**src/rtl/risc_spm_pkg.sv**
```systemverilog
// rtl/risc_spm_pkg.sv - shared RISC-SPM opcodes, bus select codes and widths
package risc_spm_pkg;

    localparam int WORD_SIZE = 8;
    localparam int OP_SIZE   = 4;
    localparam int SEL1_SIZE = 3;
    localparam int SEL2_SIZE = 2;

    typedef enum logic [OP_SIZE-1:0] {
        OP_NOP = 4'd0,
        OP_ADD = 4'd1,
        OP_SUB = 4'd2,
        OP_AND = 4'd3,
        OP_NOT = 4'd4,
        OP_EQZ = 4'd9
    } opcode_e;

    typedef enum logic [SEL1_SIZE-1:0] {
        SEL1_R0 = 3'd0,
        SEL1_R1 = 3'd1,
        SEL1_R2 = 3'd2,
        SEL1_R3 = 3'd3,
        SEL1_PC = 3'd4
    } sel1_e;

    typedef enum logic [SEL2_SIZE-1:0] {
        SEL2_ALU   = 2'd0,
        SEL2_BUS_1 = 2'd1,
        SEL2_MEM   = 2'd2
    } sel2_e;

endpackage

```
**src/rtl/risc_spm_processing_unit_if.sv**
```systemverilog
// rtl/risc_spm_processing_unit_if.sv - control-unit/memory to datapath bundle; carry port under RISC_SPM_CARRY_EN
interface risc_spm_processing_unit_if
    import risc_spm_pkg::*;
#(
    parameter int word_size = WORD_SIZE,
    parameter int Sel1_size = SEL1_SIZE,
    parameter int Sel2_size = SEL2_SIZE
);
    logic                 Load_R0, Load_R1, Load_R2, Load_R3;
    logic                 Load_PC, Inc_PC, Load_IR, Load_Add_R;
    logic                 Load_Reg_Y, Load_Reg_Z;
    logic [Sel1_size-1:0] Sel_Bus_1_Mux;
    logic [Sel2_size-1:0] Sel_Bus_2_Mux;
    logic [word_size-1:0] mem_word;
    logic [word_size-1:0] instruction;
    logic [word_size-1:0] address;
    logic [word_size-1:0] Bus_1;
    logic                 zero;
`ifdef RISC_SPM_CARRY_EN
    logic                 carry;

    modport master (
        output Load_R0, Load_R1, Load_R2, Load_R3, Load_PC, Inc_PC, Load_IR,
               Load_Add_R, Load_Reg_Y, Load_Reg_Z, Sel_Bus_1_Mux, Sel_Bus_2_Mux, mem_word,
        input  instruction, address, Bus_1, zero, carry
    );
    modport slave (
        input  Load_R0, Load_R1, Load_R2, Load_R3, Load_PC, Inc_PC, Load_IR,
               Load_Add_R, Load_Reg_Y, Load_Reg_Z, Sel_Bus_1_Mux, Sel_Bus_2_Mux, mem_word,
        output instruction, address, Bus_1, zero, carry
    );
`else
    modport master (
        output Load_R0, Load_R1, Load_R2, Load_R3, Load_PC, Inc_PC, Load_IR,
               Load_Add_R, Load_Reg_Y, Load_Reg_Z, Sel_Bus_1_Mux, Sel_Bus_2_Mux, mem_word,
        input  instruction, address, Bus_1, zero
    );
    modport slave (
        input  Load_R0, Load_R1, Load_R2, Load_R3, Load_PC, Inc_PC, Load_IR,
               Load_Add_R, Load_Reg_Y, Load_Reg_Z, Sel_Bus_1_Mux, Sel_Bus_2_Mux, mem_word,
        output instruction, address, Bus_1, zero
    );
`endif
endinterface

```
**src/rtl/risc_spm_alu.sv**
```systemverilog
// rtl/risc_spm_alu.sv - combinational RISC-SPM ALU; carry output under RISC_SPM_CARRY_EN
module risc_spm_alu
    import risc_spm_pkg::*;
#(
    parameter int word_size = WORD_SIZE,
    parameter int op_size   = OP_SIZE
) (
    input  logic [op_size-1:0]   opcode,
    input  logic [word_size-1:0] data_1,
    input  logic [word_size-1:0] data_2,
`ifdef RISC_SPM_CARRY_EN
    output logic                 carry,
`endif
    output logic [word_size-1:0] alu_out
);
    // One extra bit holds carry-out / borrow when the carry register exists.
`ifdef RISC_SPM_CARRY_EN
    localparam int EW = word_size + 1;
`else
    localparam int EW = word_size;
`endif

    logic [EW-1:0] sum;
    logic [EW-1:0] diff;

    assign sum  = EW'(data_1) + EW'(data_2);
    assign diff = EW'(data_2) - EW'(data_1);

    always_comb begin
        alu_out = '0;
        case (opcode)
            OP_ADD:  alu_out = sum[word_size-1:0];
            OP_SUB:  alu_out = diff[word_size-1:0];
            OP_AND:  alu_out = data_1 & data_2;
            OP_NOT:  alu_out = ~data_2;
            OP_EQZ:  alu_out = data_1 ^ data_2;
            default: alu_out = '0;
        endcase
    end

`ifdef RISC_SPM_CARRY_EN
    always_comb begin
        carry = 1'b0;
        case (opcode)
            OP_ADD:  carry = sum[EW-1];
            OP_SUB:  carry = diff[EW-1];
            default: carry = 1'b0;
        endcase
    end
`endif

endmodule

```
**src/rtl/risc_spm_processing_unit.sv**
```systemverilog
// rtl/risc_spm_processing_unit.sv - RISC-SPM datapath: registers, bus muxes, ALU; RISC_SPM_CARRY_EN adds carry flag
module risc_spm_processing_unit
    import risc_spm_pkg::*;
#(
    parameter int word_size = WORD_SIZE,
    parameter int op_size   = OP_SIZE,
    parameter int Sel1_size = SEL1_SIZE,
    parameter int Sel2_size = SEL2_SIZE
) (
    input  logic                      clk,
    input  logic                      rst,
    risc_spm_processing_unit_if.slave dp
);
    logic [word_size-1:0] r [4];
    logic [word_size-1:0] pc;
    logic [word_size-1:0] ir;
    logic [word_size-1:0] add_r;
    logic [word_size-1:0] reg_y;
    logic                 reg_z;
    logic [word_size-1:0] bus_1;
    logic [word_size-1:0] bus_2;
    logic [word_size-1:0] alu_out;
    logic [Sel1_size-1:0] sel_1;
    logic [Sel2_size-1:0] sel_2;

    assign sel_1 = dp.Sel_Bus_1_Mux;
    assign sel_2 = dp.Sel_Bus_2_Mux;

    // Unused or unknown selects fall to default so an idle control unit cannot leak x.
    always_comb begin
        bus_1 = '0;
        case (sel_1)
            SEL1_R0: bus_1 = r[0];
            SEL1_R1: bus_1 = r[1];
            SEL1_R2: bus_1 = r[2];
            SEL1_R3: bus_1 = r[3];
            SEL1_PC: bus_1 = pc;
            default: bus_1 = '0;
        endcase
    end

    always_comb begin
        bus_2 = '0;
        case (sel_2)
            SEL2_ALU:   bus_2 = alu_out;
            SEL2_BUS_1: bus_2 = bus_1;
            SEL2_MEM:   bus_2 = dp.mem_word;
            default:    bus_2 = '0;
        endcase
    end

`ifdef RISC_SPM_CARRY_EN
    logic alu_carry;
    logic reg_c;

    risc_spm_alu #(.word_size(word_size), .op_size(op_size)) u_alu (
        .opcode  (ir[word_size-1 -: op_size]),
        .data_1  (reg_y),
        .data_2  (bus_1),
        .carry   (alu_carry),
        .alu_out (alu_out)
    );

    always_ff @(posedge clk or negedge rst) begin
        if (!rst)
            reg_c <= 1'b0;
        else if (dp.Load_Reg_Z)
            reg_c <= alu_carry;
    end

    assign dp.carry = reg_c;
`else
    risc_spm_alu #(.word_size(word_size), .op_size(op_size)) u_alu (
        .opcode  (ir[word_size-1 -: op_size]),
        .data_1  (reg_y),
        .data_2  (bus_1),
        .alu_out (alu_out)
    );
`endif

    always_ff @(posedge clk or negedge rst) begin
        if (!rst) begin
            r[0]  <= '0;
            r[1]  <= '0;
            r[2]  <= '0;
            r[3]  <= '0;
            pc    <= '0;
            ir    <= '0;
            add_r <= '0;
            reg_y <= '0;
            reg_z <= 1'b0;
        end else begin
            if (dp.Load_R0)    r[0]  <= bus_2;
            if (dp.Load_R1)    r[1]  <= bus_2;
            if (dp.Load_R2)    r[2]  <= bus_2;
            if (dp.Load_R3)    r[3]  <= bus_2;
            if (dp.Load_IR)    ir    <= bus_2;
            if (dp.Load_Add_R) add_r <= bus_2;
            if (dp.Load_Reg_Y) reg_y <= bus_2;
            if (dp.Load_Reg_Z) reg_z <= (alu_out == '0);
            // An explicit jump target wins over sequential fetch.
            if (dp.Load_PC)
                pc <= bus_2;
            else if (dp.Inc_PC)
                pc <= pc + 1'b1;
        end
    end

    assign dp.instruction = ir;
    assign dp.address     = add_r;
    assign dp.Bus_1       = bus_1;
    assign dp.zero        = reg_z;

endmodule
```
**src/flat_wrapper.sv**
```systemverilog
// flat-port wrapper written by rule: the top's interface ports become plain ports
module risc_spm_processing_unit_flat import risc_spm_pkg::*;
#(
    parameter int word_size = WORD_SIZE,
    parameter int op_size   = OP_SIZE,
    parameter int Sel1_size = SEL1_SIZE,
    parameter int Sel2_size = SEL2_SIZE
)
  (clk, rst, dp_Load_R0, dp_Load_R1, dp_Load_R2, dp_Load_R3, dp_Load_PC, dp_Inc_PC, dp_Load_IR, dp_Load_Add_R, dp_Load_Reg_Y, dp_Load_Reg_Z, dp_Sel_Bus_1_Mux, dp_Sel_Bus_2_Mux, dp_mem_word, dp_instruction, dp_address, dp_Bus_1, dp_zero);
  risc_spm_processing_unit_if #(.word_size(word_size), .Sel1_size(Sel1_size), .Sel2_size(Sel2_size)) dp_i ();
  input  logic clk;
  input  logic rst;
  input wire logic [$bits(dp_i.Load_R0)-1:0] dp_Load_R0;
  input wire logic [$bits(dp_i.Load_R1)-1:0] dp_Load_R1;
  input wire logic [$bits(dp_i.Load_R2)-1:0] dp_Load_R2;
  input wire logic [$bits(dp_i.Load_R3)-1:0] dp_Load_R3;
  input wire logic [$bits(dp_i.Load_PC)-1:0] dp_Load_PC;
  input wire logic [$bits(dp_i.Inc_PC)-1:0] dp_Inc_PC;
  input wire logic [$bits(dp_i.Load_IR)-1:0] dp_Load_IR;
  input wire logic [$bits(dp_i.Load_Add_R)-1:0] dp_Load_Add_R;
  input wire logic [$bits(dp_i.Load_Reg_Y)-1:0] dp_Load_Reg_Y;
  input wire logic [$bits(dp_i.Load_Reg_Z)-1:0] dp_Load_Reg_Z;
  input wire logic [$bits(dp_i.Sel_Bus_1_Mux)-1:0] dp_Sel_Bus_1_Mux;
  input wire logic [$bits(dp_i.Sel_Bus_2_Mux)-1:0] dp_Sel_Bus_2_Mux;
  input wire logic [$bits(dp_i.mem_word)-1:0] dp_mem_word;
  output wire logic [$bits(dp_i.instruction)-1:0] dp_instruction;
  output wire logic [$bits(dp_i.address)-1:0] dp_address;
  output wire logic [$bits(dp_i.Bus_1)-1:0] dp_Bus_1;
  output wire logic [$bits(dp_i.zero)-1:0] dp_zero;
  assign dp_i.Load_R0 = dp_Load_R0;
  assign dp_i.Load_R1 = dp_Load_R1;
  assign dp_i.Load_R2 = dp_Load_R2;
  assign dp_i.Load_R3 = dp_Load_R3;
  assign dp_i.Load_PC = dp_Load_PC;
  assign dp_i.Inc_PC = dp_Inc_PC;
  assign dp_i.Load_IR = dp_Load_IR;
  assign dp_i.Load_Add_R = dp_Load_Add_R;
  assign dp_i.Load_Reg_Y = dp_Load_Reg_Y;
  assign dp_i.Load_Reg_Z = dp_Load_Reg_Z;
  assign dp_i.Sel_Bus_1_Mux = dp_Sel_Bus_1_Mux;
  assign dp_i.Sel_Bus_2_Mux = dp_Sel_Bus_2_Mux;
  assign dp_i.mem_word = dp_mem_word;
  assign dp_instruction = dp_i.instruction;
  assign dp_address = dp_i.address;
  assign dp_Bus_1 = dp_i.Bus_1;
  assign dp_zero = dp_i.zero;
  risc_spm_processing_unit #(.word_size(word_size), .op_size(op_size), .Sel1_size(Sel1_size), .Sel2_size(Sel2_size)) u_core (.clk(clk), .rst(rst), .dp(dp_i));
endmodule
```
**config.mk**
```make
export PLATFORM = sky130hd
export DESIGN_NAME = risc_spm_processing_unit_flat
export DESIGN_NICKNAME = d
export VERILOG_FILES = /design/src/rtl/risc_spm_pkg.sv /design/src/rtl/risc_spm_processing_unit_if.sv /design/src/rtl/risc_spm_alu.sv /design/src/rtl/risc_spm_processing_unit.sv /design/src/flat_wrapper.sv
export SDC_FILE = /design/constraint.sdc
export NUM_CORES = 1
export LEC_CHECK = 0
export CORE_MARGIN = 3
export CORE_UTILIZATION = 55
export DETAILED_ROUTE_END_ITERATION = 16
export MAX_ROUTING_LAYER = met4
export PLACE_DENSITY = 0.85
export RECOVER_POWER = 50
export SLEW_MARGIN = 25
export SYNTH_ARGS = -nofsm -noshare
export SYNTH_HDL_FRONTEND = slang
export SYNTH_SLANG_ARGS = --single-unit
```
**constraint.sdc**
```tcl
create_clock -name clk -period 4.8 [get_ports clk]
set_clock_uncertainty 0.05 [all_clocks]
set_input_delay 1.44 -clock clk [delete_from_list [all_inputs] [get_ports clk]]
set_output_delay 1.44 -clock clk [all_outputs]
set_load 0.03 [all_outputs]
```
Word level (Yosys, flattened, before mapping)

Cells that the tools add are included.

Equality and inequality tests: 11
Mux-type cells: 5
Add/sub/neg operators: 3
Bitwise logic cells: 3
Reductions and logical operators: 4

Operators by type and width:

| operator                                            | count |
|---|---|
| case mux 8 bit (5 select lines)                     | 2 |
| case mux 8 bit (3 select lines)                     | 1 |
| two-way mux 8 bit                                   | 2 |
| adder 8 x 1 -> 8 bit, second input constant         | 1 |
| adder 8 bit                                         | 1 |
| AND 8 bit                                           | 1 |
| equality test 4 x 2 -> 1 bit, second input constant | 2 |
| logical NOT 8 bit                                   | 1 |
| NOT 8 bit                                           | 1 |
| subtractor 8 bit                                    | 1 |
| XOR 8 bit                                           | 1 |
| equality test 3 x 2 -> 1 bit, second input constant | 2 |
| equality test 4 x 1 -> 1 bit, second input constant | 1 |
| equality test 4 x 3 -> 1 bit, second input constant | 1 |
| equality test 4 bit, second input constant          | 1 |
| equality test 3 x 1 -> 1 bit, second input constant | 1 |
| equality test 3 bit, second input constant          | 1 |
| logical NOT 3 bit                                   | 1 |
| equality test 2 x 1 -> 1 bit, second input constant | 1 |
| equality test 2 bit, second input constant          | 1 |
| logical NOT 2 bit                                   | 1 |
| nonzero test 2 bit                                  | 1 |

Word-level logic and storage cells: 35
Register bits: 65
Input port bits: 25
Output and inout port bits: 25

Logic depth before layout (Yosys ltp)

Gate-level depths: netlist of the first run.

Word-level depth: 6
Mapped depth: 14
Mapped depth without buffers: 13

Hierarchy

From an unflattened synthesis of the first run, not the netlist that was laid out.

Cell total of the unflattened synthesis: 451
Area total of the unflattened synthesis: 4246.6 µm²

Modules (own cells, without submodules):

| module                   | instances | seq. area each (µm²) | area each (µm²) | cells each |
|---|---|---|---|---|
| risc_spm_processing_unit | 1         | 1626.6               | 3414.5          | 339 |
| risc_spm_alu             | 1         | 0.0                  | 832.0           | 112 |

Worst setup path before layout of the first run

No wires, ideal clock.

Path type: input -> register
Start point: input dp_Sel_Bus_1_Mux[1]
End point: register u_core.add_r[6] (netlist: u_core.dp.address[6])
Path buffers: 2
Cell stages on the path: 13
Data arrival time: 4331 ps
Required time: 4597 ps
Setup time: 153 ps
Path slack: 266 ps
Path through: buf_4 buf_2 mux2i_1 nor2_1 a21o_1 ha_1 nor2b_1 o31ai_1 a21oi_1 xor2_1 a21o_1 a222oi_1 a21oi_1

Word-level cells in the longest chain between the ends: 5
Elaborated cells on any way between the ends: 13
Those cells by class: add/sub (2); eq/ne (4); mux (3); bitwise (3); reduce/logical (1)

RTL lines:

| item                                            | line                                   | text |
|---|---|---|
| start: declaration                              | flat_wrapper.sv:23                     | `input wire logic [$bits(dp_i.Sel_Bus_1_Mux)-1:0] dp_Sel_Bus_1_Mux;` |
| equality test 3 bit (tied with other cells)     | risc_spm_processing_unit.sv:32         | `case (sel_1)` |
| case mux 8 bit (5 select lines) (*)             | risc_spm_processing_unit.sv:32         |  |
| via dp_Bus_1[2]                                 | flat_wrapper.sv:28                     | `output wire logic [$bits(dp_i.Bus_1)-1:0] dp_Bus_1;` |
| subtractor 8 bit or adder 8 bit (tied branches) | risc_spm_alu.sv:27, risc_spm_alu.sv:26 |  |
| case mux 8 bit (5 select lines) (*)             | risc_spm_alu.sv:31                     | `case (opcode)` |
| case mux 8 bit (3 select lines) (*)             | risc_spm_processing_unit.sv:44         | `case (sel_2)` |
| end signal: assignment                          | risc_spm_processing_unit.sv:98         | `if (dp.Load_Add_R) add_r <= bus_2;` |
| end: declaration                                | risc_spm_processing_unit.sv:17         | `logic [word_size-1:0] add_r;` |

The timed path passes the listed nets; every way through them passes the cells marked *.
A chain may end at the register's enable or synchronous reset.

Worst setup path in the final report of the first run

Start point: input dp_Sel_Bus_1_Mux[2]
End point: output dp_Bus_1[6]

Word-level cells in the longest chain between the ends: 2
Elaborated cells on any way between the ends: 6
Those cells by class: eq/ne (4); mux (1); reduce/logical (1)

RTL lines:

| item                                        | line |
|---|---|
| equality test 3 bit (tied with other cells) | risc_spm_processing_unit.sv:32 |
| case mux 8 bit (5 select lines) (*)         | risc_spm_processing_unit.sv:32 |
| end: declaration                            | flat_wrapper.sv:28 |

Every way passes the cells marked *; elsewhere a longest branch is shown, timed or not.

==> flow_summary.json, run 1 <==
{
  "multi_input_area_um2": 2043,
  "yosys.area.top_type_share_pct": 42.40,
  "final_antenna_net_count": 0,
  "num_antenna_cells": 0,
  "wl_um": 10530,
  "crit_cells": 7,
  "synth_cells": 429,
  "first_iter_violations": 316,
  "cts_setup_buffers": 0,
  "p_leak_nw": 2.140,
  "slew_viol_final": 51,
  "post-route-min-period_ns": 4.706,
  "grt_first_pass_wirelength_um": 16900,
  "power_mw": 1.795,
  "drv_cap": 1,
  "grt_usage_pct": 29.58,
  "synth.distinct_cells": 53,
  "cts_root_buf": "clkbuf_8",
  "min_path_type": "flip-flop to flip-flop",
  "drc": 0,
  "drtPass1Iterations": 5,
  "placed_cell_area_um2": 4568,
  "fillCellCount": 486,
  "cts_buffer_depth": 2,
  "syn_avg_cell_area_um2": 8.942,
  "violations": "capacitance limit, slew limit",
  "hold_viol": 0,
  "cp-end-kind": "output port",
  "clock-sinks": 65,
  "die_area_um2": 8013,
  "globalRouteOverflowTotal": 0,
  "relSlewSlack_pct": -72.13,
  "final_layout_size_suffix_gt1_share_pct": 13.57,
  "syn_area_um2": 3836,
  "crit_path_top_delay_cell": "clkdlybuf4s50_1",
  "holdPathStages": 2,
  "cts_buffers": 9,
  "synth_area_leader_cell": "dfrtp_1",
  "rsz0062_at_grt": "false",
  "die_h_um": 89.52,
  "antenna_found_initial": 0,
  "syn-num-nets": 472,
  "grt_pass1_vias": 3340,
  "synth-seq-cells": 65,
  "crit_path_max_incr_delay_ns": 0.51,
  "power_density_nw_per_um2": 377.1,
  "placed_cells": 578,
  "crit_type": "input pin to output port",
  "fmax_ghz": 0.2125,
  "worst_slew_pin_slew_ns": 2.582,
  "reg2regPathDepth": 11,
  "ioPinCount": 50,
  "seqCellArea_um2": 1627,
  "synth_edf_count": 0,
  "core_area_um2": 6568,
  "wl_per_cell_um": 17.73,
  "cp_cell_sequence": "clkdlybuf4s50_1 > buf_4 > nand2b_4 > buf_4 > o22a_1 > o21ai_2 > buf_4",
  "cts_tree": "done",
  "viasPerCell": 5.901,
  "clkTransAtPathRegs_ns": 0.07,
  "crit_family": "buffers and inverters",
  "period_share_pct": 98.05,
  "fp.dieW_um": 89.52,
  "ys_seq_area_share_pct": 42.40,
  "synth_top_flop_cell": "dfrtp_1",
  "setup_viol": 0,
  "synth_area_leaders": "dfrtp_1, a21oi_1, nor2_1, ha_1, mux2i_1",
  "hpwl_um": 7771,
  "portBuffers": 49,
  "vias": 3505,
  "run_status": "finished, violations left",
  "instances_no_fill": 594,
  "postSynth.asyncResetShare_pct": 100.0,
  "insertion_delay_ns": 0.36,
  "start_kind": "input pin",
  "cp_common_cell": "buf_4",
  "gp_congestion": 0.9505,
  "critPathMaxFanout": 8,
  "synth_warnings": 0,
  "whs_ns": 0.4707,
  "critPathBufInv": 4,
  "peakVddDrop_mv": 0.2577,
  "stdcell_area_um2": 4760,
  "start_util_pct": 58.41,
  "num_rows": 29,
  "area_growth_pct": 24.07,
  "htreeDepth": 3,
  "required_ns": 3.31,
  "finalNetCount": 539,
  "cp.arrival_ns": 3.22,
  "grt_max_degree": 51
}
-- stage by stage --
stage	setup TNS [ns]	setup WS, ns	util, %
floorplan	0	0.2658	-
global placement	-2.610	-0.1728	69.52
detailed placement	-7.451	-0.2505	69.56
CTS	0	0.05478	72.26
global route	0	0.01039	72.47
finish	0	0.09381	72.47
-- cell usage in the layout, fill, tap and decap left out, types with 4 or more instances in the layout --
cell / n
a211oi_1: 5
a21o_1: 4
a21oi_1: 66
a22oi_1: 9
a31oi_1: 11
buf_4: 37
clkbuf_8: 10
clkdlybuf4s50_1: 28
dfrtp_1: 65
dlygate4sd3_1: 12
ha_1: 17
inv_1: 16
mux2i_1: 15
nand2_1: 11
nand3b_1: 4
nand4_1: 4
nor2_1: 85
nor2b_1: 5
nor3_1: 8
o21a_1: 5
o21ai_0: 10
o22ai_1: 4
xnor2_1: 11
xor2_1: 7
-- logic make-up (layout without fill, tap and decap cells) --
kind of cell               Yosys count  in the layout  synth area share, %
AOI/OAI and AO/OA                  136            136                21.82
and+or+nand+nor                    131            131                15.92
DFF                                 65             65                42.40
buffers and inverters               43            115                4.892
adders and majority gates           18             18                6.066
xor gates and xnor gates            18             18                4.110
muxes                               18             18                4.794
-- worst reg2reg max path, stage by stage, from the launching register on --
cell	delay [ns]
dfrtp_1	0.52
nor4b_4	0.53
mux2_2	0.43
inv_1	0.07
ha_1	0.21
nor2b_1	0.15
o21a_1	0.18
o21a_1	0.17
o32ai_1	0.34
a211oi_1	0.09
o32a_1	0.56
a21oi_1	0.24
-- power by group --
| part | internal [mW] | leakage, nW | switching (mW) | total [mW] |
|---|---|---|---|---|
| logic | 0.291 | 1.28 | 0.381 | 0.672 |
| registers | 0.626 | 0.771 | 0.0773 | 0.703 |
| clock network | 0.201 | 0.0922 | 0.219 | 0.420 |
-- path summary, 6_finish.rpt --
path	to	slack, ns	start
worst max-delay path	dp_Bus_1[6]	0.09	dp_Sel_Bus_1_Mux[2]
worst min-delay path	u_core.dp.zero	0.47	u_core.dp.zero
worst max register to register	u_core.r[11]	1.19	u_core.dp.instruction[4]
worst min register to register	u_core.dp.zero	0.47	u_core.dp.zero
max in group asynchronous	u_core.r[18]	1.15	rst
min in group asynchronous	u_core.dp.address[0]	1.82	rst
-- state kept, by name, indices dropped and copies added, names as in the netlist --
name / cells
u_core.r: 32
u_core.pc: 8
u_core.reg_y: 8
u_core.dp.instruction: 8
u_core.dp.address: 8
u_core.dp.zero: 1
-- per-layer routing --
layer  global-route usage [%]  wire length (um)  part of all wire [%]
met5                        -                 0                     0
met3                    9.677              1056                    10
met2                    43.74              4782                    45
met4                    11.91               246                   2.3
met1                    37.60              4445                    42
-- Yosys cell counts, types with 2 or more instances --
cell type,number
o21ai_0,11
a22oi_1,9
o22ai_1,4
o21ai_2,2
buf_1,8
nand3b_1,4
mux2i_1,15
a31oi_1,11
xor2_1,7
buf_4,4
a211oi_1,5
ha_1,17
a21oi_1,68
mux2_2,3
nand2_1,11
or3_1,2
o21a_1,5
xnor2_1,11
nand4_1,4
inv_1,16
clkbuf_1,11
nor3_1,8
dfrtp_1,65
nor2_1,85
a21o_1,4
o2bb2ai_1,3
o32a_1,3
nor2b_1,6
buf_2,3
-- timing repair --
item                                    in CTS  in global routing
gates resized for setup                      4                  3
hold buffers                                 0                  0
endpoints found under the setup margin       3                 15
pin swaps                                    0                  1
-- cell type report --
cell class | count | area share (%)
clock buffers | 10 | 2.892
repair buffers | 83 | 15.38
inverters | 16 | 1.262
flip-flops and latches | 65 | 34.17
clock inverters | 6 | 0.9201
well taps | 93 | 2.445
multi-input cells | 321 | 42.93
No activity file was read; power rests on OpenSTA's default activity.
==> inputs of run 2 (changes only) <==
--- a/config.mk
+++ b/config.mk
@@ -5,6 +5,7 @@
 export SDC_FILE = /design/constraint.sdc
 export NUM_CORES = 1
 export LEC_CHECK = 0
+export CAP_MARGIN = 20
 export CORE_MARGIN = 3
 export CORE_UTILIZATION = 55
 export DETAILED_ROUTE_END_ITERATION = 16
==> results of run 2 <==
Same layout as run 1: the final DEF is identical, and so are final timing and power.
